--- config.mk ---
export PLATFORM = sky130hd
export DESIGN_NAME = clk_scan_display
export DESIGN_NICKNAME = d
export VERILOG_FILES = /design/src/rtl/clk_scan_display.sv
export SDC_FILE = /design/constraint.sdc
export NUM_CORES = 1
export LEC_CHECK = 0
export CELL_PAD_IN_SITES_DETAIL_PLACEMENT = 1
export CELL_PAD_IN_SITES_GLOBAL_PLACEMENT = 1
export CORE_MARGIN = 1.5
export CORE_UTILIZATION = 40
export CTS_CLUSTER_SIZE = 16
export DETAILED_ROUTE_END_ITERATION = 12
export PLACE_DENSITY_LB_ADDON = 0.1
export SYNTH_ARGS = -nofsm -noshare
export SYNTH_HDL_FRONTEND = slang
export SYNTH_SLANG_ARGS = --single-unit
--- constraint.sdc ---
create_clock -name clk -period 2.9 [get_ports clk]
set_clock_uncertainty 0.05 [all_clocks]
set_input_delay 0.58 -clock clk [delete_from_list [all_inputs] [get_ports clk]]
set_output_delay 0.58 -clock clk [all_outputs]
set_load 0.01 [all_outputs]
--- src/rtl/clk_scan_display.sv ---
// Purpose : 4-digit multiplexed 7-segment driver for the stopwatch (mm.ss); optional edit-digit/separator blink under CLK_SCAN_BLINK_EN.
// Latency : outputs registered, 1 cycle from slot state; input digits are sampled into a shadow once per frame.
// Backpres: none, free-running scan with no handshake; inputs are sampled, never stalled.
module clk_scan_display #(
  parameter int SCAN_DIV  = 125000,
  parameter int BLINK_DIV = 62500000
) (
  input  logic       clk,
  input  logic       reset,
  input  logic [3:0] min_cnt2,
  input  logic [3:0] min_cnt1,
  input  logic [2:0] sec_cnt2,
  input  logic [3:0] sec_cnt1,
  input  logic [1:0] current_state,
  input  logic [1:0] edit_digit,
  output logic [3:0] an,
  output logic [6:0] seg,
  output logic       dp
);

  localparam int SCAN_W = $clog2(SCAN_DIV);

  logic [SCAN_W-1:0] scan_cnt;
  logic              tick;
  logic [1:0]        dsel;
  logic [3:0][3:0]   shadow;
  logic [3:0]        cur_digit;
  logic [6:0]        seg_dec;
  logic              slot_hide;
  logic              dp_mute;

  // Last cycle of each slot: used as the one-cycle blanking slot
  always_comb tick = (scan_cnt == SCAN_W'(SCAN_DIV - 1));

  // Slot prescaler, 0..SCAN_DIV-1
  always_ff @(posedge clk) begin
    if (reset)     scan_cnt <= '0;
    else if (tick) scan_cnt <= '0;
    else           scan_cnt <= scan_cnt + 1'b1;
  end

  // Slot pointer advances at the end of every slot
  always_ff @(posedge clk) begin
    if (reset)     dsel <= 2'd0;
    else if (tick) dsel <= dsel + 2'd1;
  end

  // Snapshot all digits at frame end so one frame never mixes old and new time
  always_ff @(posedge clk) begin
    if (reset) begin
      shadow <= '0;
    end else if (tick && (dsel == 2'd3)) begin
      shadow[0] <= sec_cnt1;
      shadow[1] <= {1'b0, sec_cnt2};
      shadow[2] <= min_cnt1;
      shadow[3] <= min_cnt2;
    end
  end

  // BCD to active-low segments {g,f,e,d,c,b,a}; non-BCD values show dark
  always_comb begin
    cur_digit = shadow[dsel];
    case (cur_digit)
      4'd0:    seg_dec = 7'b1000000;
      4'd1:    seg_dec = 7'b1111001;
      4'd2:    seg_dec = 7'b0100100;
      4'd3:    seg_dec = 7'b0110000;
      4'd4:    seg_dec = 7'b0011001;
      4'd5:    seg_dec = 7'b0010010;
      4'd6:    seg_dec = 7'b0000010;
      4'd7:    seg_dec = 7'b1111000;
      4'd8:    seg_dec = 7'b0000000;
      4'd9:    seg_dec = 7'b0010000;
      default: seg_dec = 7'b1111111;
    endcase
  end

`ifdef CLK_SCAN_BLINK_EN
  localparam int BLINK_W = $clog2(BLINK_DIV);

  logic [BLINK_W-1:0] blink_cnt;
  logic               blink_phase;
  logic [1:0]         prev_state;
  logic [1:0]         prev_edit;
  logic               mode_chg;

  // Previous-cycle copy of mode inputs; tracks through reset so release sees no change
  always_ff @(posedge clk) begin
    prev_state <= current_state;
    prev_edit  <= edit_digit;
  end

  // Any mode or edit-digit change restarts the blink so the new target starts visible
  always_comb mode_chg = (current_state != prev_state) || (edit_digit != prev_edit);

  // Blink half-period counter and phase
  always_ff @(posedge clk) begin
    if (reset || mode_chg) begin
      blink_cnt   <= '0;
      blink_phase <= 1'b0;
    end else if (blink_cnt == BLINK_W'(BLINK_DIV - 1)) begin
      blink_cnt   <= '0;
      blink_phase <= ~blink_phase;
    end else begin
      blink_cnt   <= blink_cnt + 1'b1;
    end
  end

  // Blink the edited digit in down_wait, the separator in either run state
  always_comb begin
    slot_hide = blink_phase && (current_state == 2'b10) && (edit_digit == dsel);
    dp_mute   = blink_phase && current_state[0];
  end
`else
  logic unused_cfg;

  // Mode inputs and blink period only matter when blinking is built in
  always_comb begin
    unused_cfg = ^{current_state, edit_digit, 1'(BLINK_DIV)};
    slot_hide  = 1'b0;
    dp_mute    = 1'b0;
  end
`endif

  // Registered display outputs: blank on tick, otherwise drive slot dsel
  always_ff @(posedge clk) begin
    if (reset || tick) begin
      an  <= 4'b1111;
      seg <= 7'b1111111;
      dp  <= 1'b1;
    end else begin
      an  <= slot_hide ? 4'b1111 : ~(4'b0001 << dsel);
      seg <= seg_dec;
      dp  <= ~((dsel == 2'd2) && !dp_mute);
    end
  end

endmodule

==> impl_metrics.ini <==
[clock_tree]
path_clk_slew_ns = 0.08
cts.repair.resized = 0
cts_buffers = 5
h-tree-depth = 2
post_cts_buffers = 0
clock_latency_ns = 0.30
clockBufferDepth = 2
cts_root_buf = clkbuf_8
clock_sinks = 45
cts_tree = built
cts_hold_buf = 0

[finish]
final_common_cell = dfxtp_1
final_nets = 294
drive_gt1_frac = 0.1260
area_growth_pct = 21.26
diodes = 0
most-common-layout-cells = dfxtp_1 (45), clkdlybuf4s50_1 (28), nand3_1 (21), a21oi_1 (20), o21ai_0 (15)

[place]
port_buffers = 28
hpwl_um = 3287
post-place-ws_ns = 0.4638
gp_congestion = 0.7499

[synth]
ys_types = 41
synthFlopType = dfxtp_1
synthCells = 233
synth_seq_area_share = 0.4253
synth_edf_count = 0
ys_warn_count = 0
syn-cell-area_sq_um = 2118
avgSynthCellArea_sq_um = 9.091
synth_seq_cells = 45
async_flop_share = 0
syn-num-nets = 265

[critical_path]
worstReg2RegEnd = shadow[11]$_SDFFE_PP0P_
setup.worst_path.class = flop to flop
critPathRequiredTime_ns = 3.04
cp_max_fo = 11
crit_path_end_kind = flop
start_kind = flop
r2r_cells = 6
ff2ff_setup_slack_ns = 0.46
rr_startpoint = scan_cnt[0]$_SDFF_PP0_
arrival_ns = 2.58

[hold_path]
min_from = shadow[15]$_SDFFE_PP0P_
hp-class = flop to flop
hold_path_depth = 2
hold_end = shadow[15]$_SDFFE_PP0P_

[global_route]
gr-total-overflow = 0
grt.total_usage = 0.1855
grt_pass1_wl_um = 7962
antenna_found_initial = 0
grt_max_degree = 20
grt_pass1_vias = 1734

[detailed_routing]
routedWlPerCell_um = 13.57
drtIter0Drc = 31
detail-route-antenna-nets = 0
wl_um = 4505
drc = 0
dr.pass1.iters = 4
via_count = 1698
via_per_inst = 5.114

[floorplanning]
fp.dieH_um = 75.77
pin_count = 33
die_w_um = 75.77
rows = 26
initial_core_util = 0.4147
core_area_sq_um = 5107
dieArea_sq_um = 5741

[timing]
finalCritPeriodShare = 0.8426
tightest_slew_ns = 0.6044
period_minus_slack_ns = 2.444
slew_violations = 0
relSlewSlack = 0.5940
fin_setup_tns_ns = 0
max_freq_mhz = 409.2
finalSetupViolCount = 0
hold_violations = 0
fin_hold_ws_ns = 0.4276
rsz0062_at_grt = no
fin_ws_ns = 0.4565

[power]
power_density_nw_per_um2 = 447.6
leakage_nw = 0.8661
ir_drop_uv = 320.3
p_total_mw = 1.150

[run_status]
outcome = finished clean

[flow_run]
cap_violations = 0
worst max-delay path: stages, from the launching register on:
cell and delay (ns):
dfxtp_1 0.42, ha_1 0.20, or4bb_1 0.47, or4_1 0.73, buf_4 0.25, o21ai_0 0.14, a21oi_1 0.08
registers in the layout, summed over array words and instances (netlist names):
signal    cells
scan_cnt     17
dsel          2
an            4
shadow       15
seg           7
layer usage:
| layer | up-vias | track usage | routed length, um |
|---|---|---|---|
| met5 | - | 0 | 0 |
| met4 | 0 | 0.05754 | 55 |
| met3 | 5 | 0.05026 | 132 |
| met2 | 23 | 0.2995 | 2135 |
| met1 | 810 | 0.2411 | 2182 |
| li1 | 860 | - | - |
stage by stage:
stage               cells  area, sq um    util
floorplan             233         2118       -
global placement      325         2465  0.4826
CTS                   332         2569  0.5029
finish                332         2569  0.5029
global route          332         2569  0.5029
detailed placement    325         2465  0.4826
power breakdown:
| part | leakage (nW) | switching [mW] | internal, mW | total [mW] |
|---|---|---|---|---|
| Sequential | 0.366 | 0.00641 | 0.626 | 0.632 |
| Clock | 0.0540 | 0.208 | 0.251 | 0.458 |
| Combinational | 0.446 | 0.0220 | 0.0370 | 0.0590 |
cell families after synthesis:
family / share of synthesized area
mux: 0.04193
xor+xnor: 0.05789
flops: 0.4253
buf+inv: 0.06025
simple gates: 0.2292
compound gates: 0.1205
fa+ha+maj: 0.06497
Yosys cell counts (2+ instances only):
cell,count,area (sq um)
mux4_2,3,67.56
xnor2_1,13,113.9
ha_1,11,137.6
nor2_2,9,56.30
o21ai_1,9,45.04
nor4_1,4,25.02
or4_1,2,15.01
nand2b_1,3,18.77
buf_2,2,10.01
buf_6,2,22.52
nand2_1,11,41.29
nand3_1,21,105.1
or4bb_1,2,22.52
or2_2,2,12.51
dfxtp_1,45,900.9
nor2_1,14,52.55
or3_1,3,18.77
inv_1,11,41.29
a21oi_1,20,100.1
nor3_1,3,15.01
o21ai_0,15,75.07
and2_1,2,12.51
clkbuf_1,6,22.52
nand4_1,3,18.77
worst max path at each step:
stage	startpoint	to	cells after the start
after floorplan	scan_cnt[0]$_SDFF_PP0_	scan_cnt[0]$_SDFF_PP0_	8
after global placement	scan_cnt[0]$_SDFF_PP0_	shadow[11]$_SDFFE_PP0P_	6
after detailed placement	scan_cnt[0]$_SDFF_PP0_	shadow[11]$_SDFFE_PP0P_	6
after CTS	scan_cnt[0]$_SDFF_PP0_	shadow[11]$_SDFFE_PP0P_	6
after global routing	scan_cnt[0]$_SDFF_PP0_	shadow[11]$_SDFFE_PP0P_	6
final	scan_cnt[0]$_SDFF_PP0_	shadow[11]$_SDFFE_PP0P_	6
cell type report:
class / count / area [sq um]
repair buffers: 35 / 345.3
clock inverters: 2 / 35.03
inverters: 11 / 41.29
fillers: 618 / 2539
clock buffers: 5 / 68.82
multi-input cells: 164 / 1090
well taps: 70 / 87.58
flip-flops and latches: 45 / 900.9
Note: power is estimated with default switching activity, not from simulation.
